### src/rtl/fios_mm_sched.sv
// Control sequencer for the unfolded FIOS Montgomery multiplier array.
// One local schedule per PE, staggered by PE_DELAY; outputs are registered.
module fios_mm_sched #(
  parameter int s = 8,
  parameter int PE_DELAY = 7,
  parameter int DRAIN_CYC = 4,
  parameter int RES_LAT = 3,
  parameter logic [8:0] OPM_IDLE = 9'h000,
  parameter logic [8:0] OPM_AB0 = 9'h005,
  parameter logic [8:0] OPM_M = 9'h005,
  parameter logic [8:0] OPM_AB = 9'h035,
  parameter logic [8:0] OPM_MP = 9'h0B5
) (
  input  logic                 clock_i,
  input  logic                 reset_n_i,
  input  logic                 start_i,
  output logic                 busy_o,
  output logic                 done_o,
  output logic [$clog2(s)-1:0] word_idx_o,
  output logic                 res_valid_o,
  output logic [$clog2(s)-1:0] res_idx_o,
  output logic [s-1:0]         a_reg_en_o,
  output logic [s-1:0]         m_reg_en_o,
  output logic [s-1:0]         CREG_en_o,
  output logic [s-1:0]         RES_delay_en_o,
  output logic [s-1:0]         C_input_delay_en_o,
  output logic [2*s-1:0]       mux_A_sel_o,
  output logic [2*s-1:0]       mux_B_sel_o,
  output logic [2*s-1:0]       mux_C_sel_o,
  output logic [9*s-1:0]       OPMODE_o
);

  localparam int PE_NB = s;
  localparam int T = 2 * s + 2;
  localparam int LAST_OFF = (PE_NB - 1) * PE_DELAY;
  localparam int RUN_LAST = LAST_OFF + T - 1;
  localparam int DRN_LAST = RUN_LAST + DRAIN_CYC;
  localparam int GW = $clog2(DRN_LAST + 2);
  localparam int IW = $clog2(s);

  typedef enum logic [1:0] {
    IDLE,
    RUN,
    DRAIN,
    DONE
  } state_t;

  state_t st, st_n;
  logic [GW-1:0] g, g_n;

  always_comb begin
    st_n = st;
    g_n = g;
    unique case (st)
      IDLE: begin
        if (start_i) begin
          st_n = RUN;
          g_n = '0;
        end
      end
      RUN: begin
        g_n = g + 1'b1;
        if (g == GW'(RUN_LAST)) st_n = DRAIN;
      end
      DRAIN: begin
        g_n = g + 1'b1;
        if (g == GW'(DRN_LAST)) st_n = DONE;
      end
      DONE: begin
        st_n = IDLE;
        g_n = '0;
      end
      default: begin
        st_n = IDLE;
        g_n = '0;
      end
    endcase
  end

  logic            run_n;
  logic [s-1:0]    a_n, m_n, c_n, r_n, ci_n;
  logic [2*s-1:0]  ma_n, mb_n, mc_n;
  logic [9*s-1:0]  op_n;
  logic [IW-1:0]   widx_n;
  int              t;

  // Decode the step each PE will be at on the coming cycle.
  always_comb begin
    run_n = (st_n == RUN);
    a_n = '0;
    m_n = '0;
    c_n = '0;
    r_n = '0;
    ci_n = '0;
    ma_n = '0;
    mb_n = '0;
    mc_n = '0;
    op_n = {PE_NB{OPM_IDLE}};
    widx_n = '0;
    t = 0;
    for (int i = 0; i < PE_NB; i++) begin
      t = int'(g_n) - i * PE_DELAY;
      if (run_n && t >= 0 && t < T) begin
        unique case (1'b1)
          (t == 0): begin
            a_n[i] = 1'b1;
            mc_n[2*i +: 2] = 2'd1;
            op_n[9*i +: 9] = OPM_AB0;
          end
          (t == 1): begin
            m_n[i] = 1'b1;
            ma_n[2*i +: 2] = 2'd1;
            mb_n[2*i +: 2] = 2'd1;
            op_n[9*i +: 9] = OPM_M;
          end
          (t >= 2 && t[0] == 1'b0): begin
            c_n[i] = 1'b1;
            ci_n[i] = 1'b1;
            mc_n[2*i +: 2] = 2'd2;
            op_n[9*i +: 9] = OPM_AB;
          end
          (t >= 3 && t[0] == 1'b1): begin
            ma_n[2*i +: 2] = 2'd2;
            mb_n[2*i +: 2] = 2'd2;
            op_n[9*i +: 9] = OPM_MP;
            r_n[i] = (t >= 5);
          end
          default: ;
        endcase
      end
    end
    if (run_n && int'(g_n) >= 2 && int'(g_n) < T)
      widx_n = IW'((int'(g_n) - 2) / 2);
  end

  logic [RES_LAT-1:0] pv;
  logic [IW-1:0]      pidx [RES_LAT];
  logic               src_v;
  logic [IW-1:0]      src_idx;
  int                 ri;

  // The last PE's result step is visible on the registered enable now.
  always_comb begin
    src_v = RES_delay_en_o[PE_NB-1];
    ri = (int'(g) - LAST_OFF - 5) / 2;
    src_idx = src_v ? IW'(ri) : '0;
  end

  always_ff @(posedge clock_i) begin
    if (!reset_n_i) begin
      st <= IDLE;
      g <= '0;
      busy_o <= 1'b0;
      done_o <= 1'b0;
      word_idx_o <= '0;
      a_reg_en_o <= '0;
      m_reg_en_o <= '0;
      CREG_en_o <= '0;
      RES_delay_en_o <= '0;
      C_input_delay_en_o <= '0;
      mux_A_sel_o <= '0;
      mux_B_sel_o <= '0;
      mux_C_sel_o <= '0;
      OPMODE_o <= {PE_NB{OPM_IDLE}};
      pv <= '0;
      for (int k = 0; k < RES_LAT; k++) pidx[k] <= '0;
    end else begin
      st <= st_n;
      g <= g_n;
      busy_o <= (st_n == RUN) || (st_n == DRAIN);
      done_o <= (st_n == DONE);
      word_idx_o <= widx_n;
      a_reg_en_o <= a_n;
      m_reg_en_o <= m_n;
      CREG_en_o <= c_n;
      RES_delay_en_o <= r_n;
      C_input_delay_en_o <= ci_n;
      mux_A_sel_o <= ma_n;
      mux_B_sel_o <= mb_n;
      mux_C_sel_o <= mc_n;
      OPMODE_o <= op_n;
      pv[0] <= src_v;
      pidx[0] <= src_idx;
      for (int k = 1; k < RES_LAT; k++) begin
        pv[k] <= pv[k-1];
        pidx[k] <= pidx[k-1];
      end
    end
  end

  assign res_valid_o = pv[RES_LAT-1];
  assign res_idx_o = pidx[RES_LAT-1];

endmodule
### config.mk
export PLATFORM = sky130hd
export DESIGN_NAME = fios_mm_sched
export DESIGN_NICKNAME = d
export VERILOG_FILES = /design/src/rtl/fios_mm_sched.sv
export SDC_FILE = /design/constraint.sdc
export NUM_CORES = 1
export LEC_CHECK = 0
export BUFFER_PORTS_ARGS = -buffer_cell sky130_fd_sc_hd__buf_2
export CORE_MARGIN = 2
export CORE_UTILIZATION = 30
export DETAILED_ROUTE_END_ITERATION = 7
export PLACE_DENSITY = 0.55
export SYNTH_ARGS = -nofsm -noshare
export SYNTH_HDL_FRONTEND = slang
export SYNTH_SLANG_ARGS = --single-unit
### constraint.sdc
create_clock -name clock_i -period 4.55 [get_ports clock_i]
set_clock_uncertainty 0.2 [all_clocks]
set_input_delay 0.2275 -clock clock_i [delete_from_list [all_inputs] [get_ports clock_i]]
set_output_delay 0.2275 -clock clock_i [all_outputs]
set_load 0.02 [all_outputs]
## Word-level counts from Yosys, hierarchy flattened

Memories as Yosys holds them, arrays and structs flattened.
Cells that the tools add are included.

| storage, ports and cells | value |
|---|---|
| register bits after elaboration | 153 |
| memory bits (writable) | 9 |
| input port bits | 3 |
| output and inout bits | 169 |
| logic and storage cells | 275 |
| memories kept | 1 |

| operators by class | value |
|---|---|
| $add $sub $neg | 13 |
| magnitude comparators | 40 |
| equality and inequality tests | 16 |
| multiplexer cells | 60 |
| bitwise operators | 13 |
| reduce and logical (&&, ||, !) cells | 70 |

Memories:

| name | depth | width | read ports | clocked after Yosys merged registers in | wr ports | line | RTL |
|---|---|---|---|---|---|---|---|
| pidx | 3 | 3 | 3 | 0 | 3 | 137 | `logic [IW-1:0] pidx [RES_LAT];` |

Operators with widths:

| kind | count |
|---|---|
| $logic_not 32->1 | 8 |
| $pmux 8 s3 | 8 |
| $ge 8x3->1 const B | 14 |
| $pmux 2 s2 | 16 |
| $eq 8x2->1 const B | 7 |
| $ge 8x1->1 const B | 7 |
| $ge 8x4->1 const B | 7 |
| $lt 8x6->1 const B | 7 |
| $logic_and 1x1->1 | 34 |
| $sub 7x6->8 const B | 4 |
| $mux 1 | 26 |
| $reduce_and 3->1 | 8 |
| $pmux 7 s3 | 1 |
| $reduce_and 2->1 | 9 |
| $reduce_or 2->1 | 9 |
| $sub 7x5->8 const B | 2 |
| $eq 7x7->1 const B | 2 |
| $ge 7x2->1 const B | 2 |
| $mux 3 | 4 |
| $sub 8x4->9 const B | 1 |
| $eq 2x2->1 const B | 4 |
| $not 1->1 | 8 |
| $pmux 2 s4 | 1 |
| $sub 7x2->8 const B | 1 |
| other kinds (15) | 22 |

## Depth between registers and ports, before layout

| logic depth | value |
|---|---|
| depth after elaboration | 8 |
| depth in mapped cells | 17 |
| mapped depth without buffers | 15 |

## Worst setup path before layout

Ideal clock, no wire load.

| path | value |
|---|---|
| path type | reg-to-reg |
| start point | reg st[0] |
| end point | reg a_reg_en_o[3] |
| setup time | 0.060 ns |
| data arrival time | 3.563 ns |
| data required time | 4.290 ns |
| slack | 0.727 ns |
| stages on the path, launching flop included | 16 |
| buffers on the path | 2 |
| period minus slack after synthesis | 3.823 ns |
| cells stage by stage | dfxtp_1 inv_1 ha_1 and3b_1 mux2i_4 nand2_1 inv_1 buf_2 ha_1 nor2b_1 clkbuf_1 a31oi_1 a2111oi_2 a21oi_1 a2111oi_2 and2_1 |

| between the ends | value |
|---|---|
| word-level cells in the longest chain between the ends | 8 |
| elaborated cells on any way between the ends | 19 |
| those cells by class | add/sub (1); order compare (2); eq/ne (4); mux (6); reduce/logical (6) |

RTL lines:

| what | line | RTL |
|---|---|---|
| start: declaration | 48 | `state_t st, st_n;` |
| start signal: assignment | 168 | `st <= st_n;` |
| $eq 2x2->1 / $eq 2x1->1 (equally long branches) | 54 | `unique case (st)` |
| $reduce_or 2->1 (no line) | - |  |
| $pmux 7 s3 | 54 |  |
| $sub 7x5->8 | 102 | `t = int'(g_n) - i * PE_DELAY;` |
| $ge 8x1->1 | 103 | `if (run_n && t >= 0 && t < T) begin` |
| $logic_and 1x1->1 (2 in series) | 103 |  |
| $reduce_and 2->1 (no line) | - |  |
| end signal: assignment | 173 | `a_reg_en_o <= a_n;` |
| end: declaration | 22 | `output logic [s-1:0] a_reg_en_o,` |

Several ways; a longest one is shown, not always the timed one.
A chain may end at the register's enable or synchronous reset.

## Final worst setup path

| path | value |
|---|---|
| start point | reg g[0] |
| end point | reg mux_C_sel_o[6] |

| between the ends | value |
|---|---|
| word-level cells in the longest chain between the ends | 7 |
| elaborated cells on any way between the ends | 20 |
| those cells by class | add/sub (2); order compare (3); eq/ne (3); mux (6); bitwise (1); reduce/logical (5) |

RTL lines:

| what | line | RTL |
|---|---|---|
| start: declaration | 49 | `logic [GW-1:0] g, g_n;` |
| start signal: assignment | 169 | `g <= g_n;` |
| $add 7x1->7 * | 62, 66 |  |
| $pmux 7 s3 * | 54 |  |
| via g_n[1] | 49 |  |
| $sub 7x5->8 * | 102 |  |
| $ge 8x1->1 | 103 |  |
| $logic_and 1x1->1 (2 in series) | 103 |  |
| $reduce_and 2->1 (no line) | - |  |
| end signal: assignment | 180 | `mux_C_sel_o <= mc_n;` |
| end: declaration | 29 | `output logic [2*s-1:0] mux_C_sel_o,` |

Mark *: on every way through the listed nets, which the timed path passes. The rest lies on a longest branch.

==> flow_metrics.tcl <==
set metrics [dict create \
    track_usage_pct 15.36 \
    fin_crit_sh_pct 89.82 \
    grt_use_met1_pct 20.77 \
    hold_violations 0 \
    post-cts-setup-buffers 0 \
    cp-end-kind "flop" \
    wl_per_cell_um 15.83 \
    tightest_slew_ps 689.4 \
    pwr_density_cell_nw_per_um2 255.8 \
    start_util_pct 30.58 \
    synth_cell_types 87 \
    place.detailed.hpwl_mm 12.67 \
    critical_path_peak_fanout 13 \
    route.detailed.drc 0 \
    cts_hold_buffers 0 \
    syn_area_per_cell_um2 8.607 \
    grt_max_degree 23 \
    synth_seq_cells 107 \
    status "complete, no violations" \
    grt_pass1_wl_mm 26.44 \
    post_cts_resized 0 \
    multi_input_area_um2 3224 \
    clk_latency_ps 350 \
    rows 52 \
    diodes 0 \
    cts_tree "done" \
    io_pins 172 \
    grt_pass1_vias 4839 \
    finalWirelength_mm 17.08 \
    fmax_mhz 244.7 \
    setup_viol 0 \
    crit_required_ps 4640 \
    drive_gt1_share_pct 27.07 \
    syn_area_um2 6188 \
    grt_busiest_layer "met2" \
    antenna_found_initial 0 \
    drv_slew 0 \
    portBuffers 139 \
    synth-edff-count 0 \
    detail-route-antenna-nets 0 \
    cts_buffers 9 \
    clock-sinks 107 \
    clockRootBuffer "clkbuf_16" \
    path_clk_slew_ps 70 \
    num_vias 5340 \
    fin_crit_ps 4087 \
    max-vdd-ir-drop_uv 155.7 \
    synthTopCellsByArea "dfxtp_1 (35%), buf_4 (11%), ha_1 (5.9%), and2_1 (4.0%), nor2_1 (3.1%)" \
    core_um2 20230 \
    critical_path.max_stage_delay_ps 670 \
    htreeDepth 3 \
    dieArea_um2 21790 \
    cts_buffer_depth 2 \
    seq_area_frac_synth_pct 34.61 \
    ys_warn_count 0 \
    regArea_um2 2142 \
    hold_ws_ps 77.35 \
    critical_path_class "flop to flop" \
    met2_usage_pct 23.91 \
    async_reset_ff_share_pct 0 \
    dieWidth_um 147.6 \
    cp_slowest_cell "dfxtp_1" \
    synth_top_area_share_pct 34.61 \
    overflow 0 \
    critPathLaunchType "flop" \
    rsz0062_at_grt "no" \
    maxCapViolations 0 \
    fill_cells 2089 \
    yosysTopAreaCell "dfxtp_1" \
    die_y_um 147.6 \
    dr.pass1.iters 6 \
    gp_congestion 0.9417 \
    totalNegativeSetupSlack_ps 0 \
    drt-vias-per-instance 4.949 \
    gr-usage-met3_pct 2.932 \
    arrival_ps 4180 \
    hold_path_class "primary input to flop" \
    worstPathCellList "inv_1 -> ha_1 -> o2bb2ai_2 -> inv_1 -> buf_4 -> ha_1 -> nand2b_1 -> nor2_1 -> a31oi_1 -> a2111oi_2 -> a21oi_1 -> a2111oi_2 -> and2_1" \
    synthFlopType "dfxtp_1" \
    leakagePower_uw 0.003408 \
    drt_iter0_markers 452 \
    synthCells 719 \
    fin_nets 836 \
    synthToLayoutAreaGrowth_pct 12.70 \
    slew-limit-headroom_pct 53.46 \
]
## critical path, delay by kind of cell, from the launching register on
kind                     cells  cell delay (ps)
AO/OA/AOI/OAI                5             1420
adder cells (fa/ha/maj)      2              760
flip-flops                   1              670
AND/OR/NAND/NOR              3              510
buffers and inverters        3              460
## layer usage
layer	wire length, µm	part of all wire (%)	vias to the layer above
li1	-	-	2587
met1	7524	44	2436
met2	7597	44	281
met3	1450	8.5	36
met4	509	3.0	0
met5	0	0	-
## synth_stat cells (7+ instances only)
master,instances
nand2_1,45
o21ai_0,24
o211ai_1,9
clkbuf_1,17
and2_1,40
nor3_1,20
buf_2,15
o22ai_1,7
dfxtp_1,107
nor2_1,51
a21oi_1,28
inv_1,24
xnor2_1,13
a31oi_1,16
nand3_1,17
nor4_1,11
and3_1,13
buf_4,87
ha_1,29
## power breakdown
part           internal [µW]  total, µW  switching (µW)  leakage (µW)
Combinational           30.7        127            95.9       0.00242
Sequential               941        944            3.47      0.000863
Clock                    373        713             340      0.000126
## flip-flops by register name, summed over array words and instances, names as in the netlist
signal              flops
st                      2
mux_C_sel_o            15
RES_delay_en_o          8
g                       7
word_idx_o              3
C_input_delay_en_o      6
busy_o                  1
pv                      3
a_reg_en_o              8
done_o                  1
mux_B_sel_o            12
OPMODE_o               24
pidx                    9
m_reg_en_o              8
## path summary, 6_finish.rpt
path	from	endpoint	slack (ps)	cells after the start
setup / recovery	g[0]	mux_C_sel_o[6]	460	13
hold / removal	reset_n_i	pv[1]	80	2
setup reg to reg	g[0]	mux_C_sel_o[6]	460	13
hold reg to reg	pv[0]	pv[1]	230	1
## area by class of cell
type	instances	share of cell area [%]
tap	270	4.844
timing repair buffer	166	12.88
inverter	27	1.453
sequential	107	30.71
multi-input combinational	493	46.23
clock buffer	11	3.337
clock inverter	5	0.5382
## logic make-up (layout without fill, tap and decap cells)
kind of cell	Yosys count	after routing	share of synthesized area, %
simple gates	254	254	22.60
compound gates	158	158	18.48
buf+inv	150	209	15.16
flops	107	107	34.61
fa+ha+maj	29	29	5.863
xor+xnor	15	15	2.123
mux	5	5	1.092
other cells	1	32	0.06060
## cell usage in the layout, fill, tap and decap left out, drive strengths merged, types with 4 or more instances in the layout
master   count
a31oi       16
nand4        5
mux2i        4
ha          29
or2          4
o21ai       31
nor3b        5
o211ai      10
o22ai        7
a21oi       30
nor2b        5
nor4        12
and2        40
a211oi       5
inv         27
conb        32
nand3       17
dfxtp      107
o211a        4
o311ai       5
buf        166
and3        14
nand2       47
nor3        21
and4         4
nor2        53
nand2b       5
clkbuf      11
o21a         5
or3          7
xnor2       13
o31a         4
a21boi       5
o31ai        5
a2111oi      6
## stage by stage
stage / utilization, % / cells / total power, µW / area, µm² / setup WS (ps)
after global routing: 34.47 / 1079 / 1857 / 6974 / 142.8
after detailed placement: 33.13 / 1063 / 1092 / 6704 / 544.5
after floorplan: - / 750 / 1081 / 6305 / 727.0
after CTS: 34.47 / 1079 / 1815 / 6974 / 524.0
final: 34.47 / 1079 / 1784 / 6974 / 463.3
after global placement: 33.13 / 1063 / 1093 / 6704 / 474.6
(Power assumes the default switching activity.)
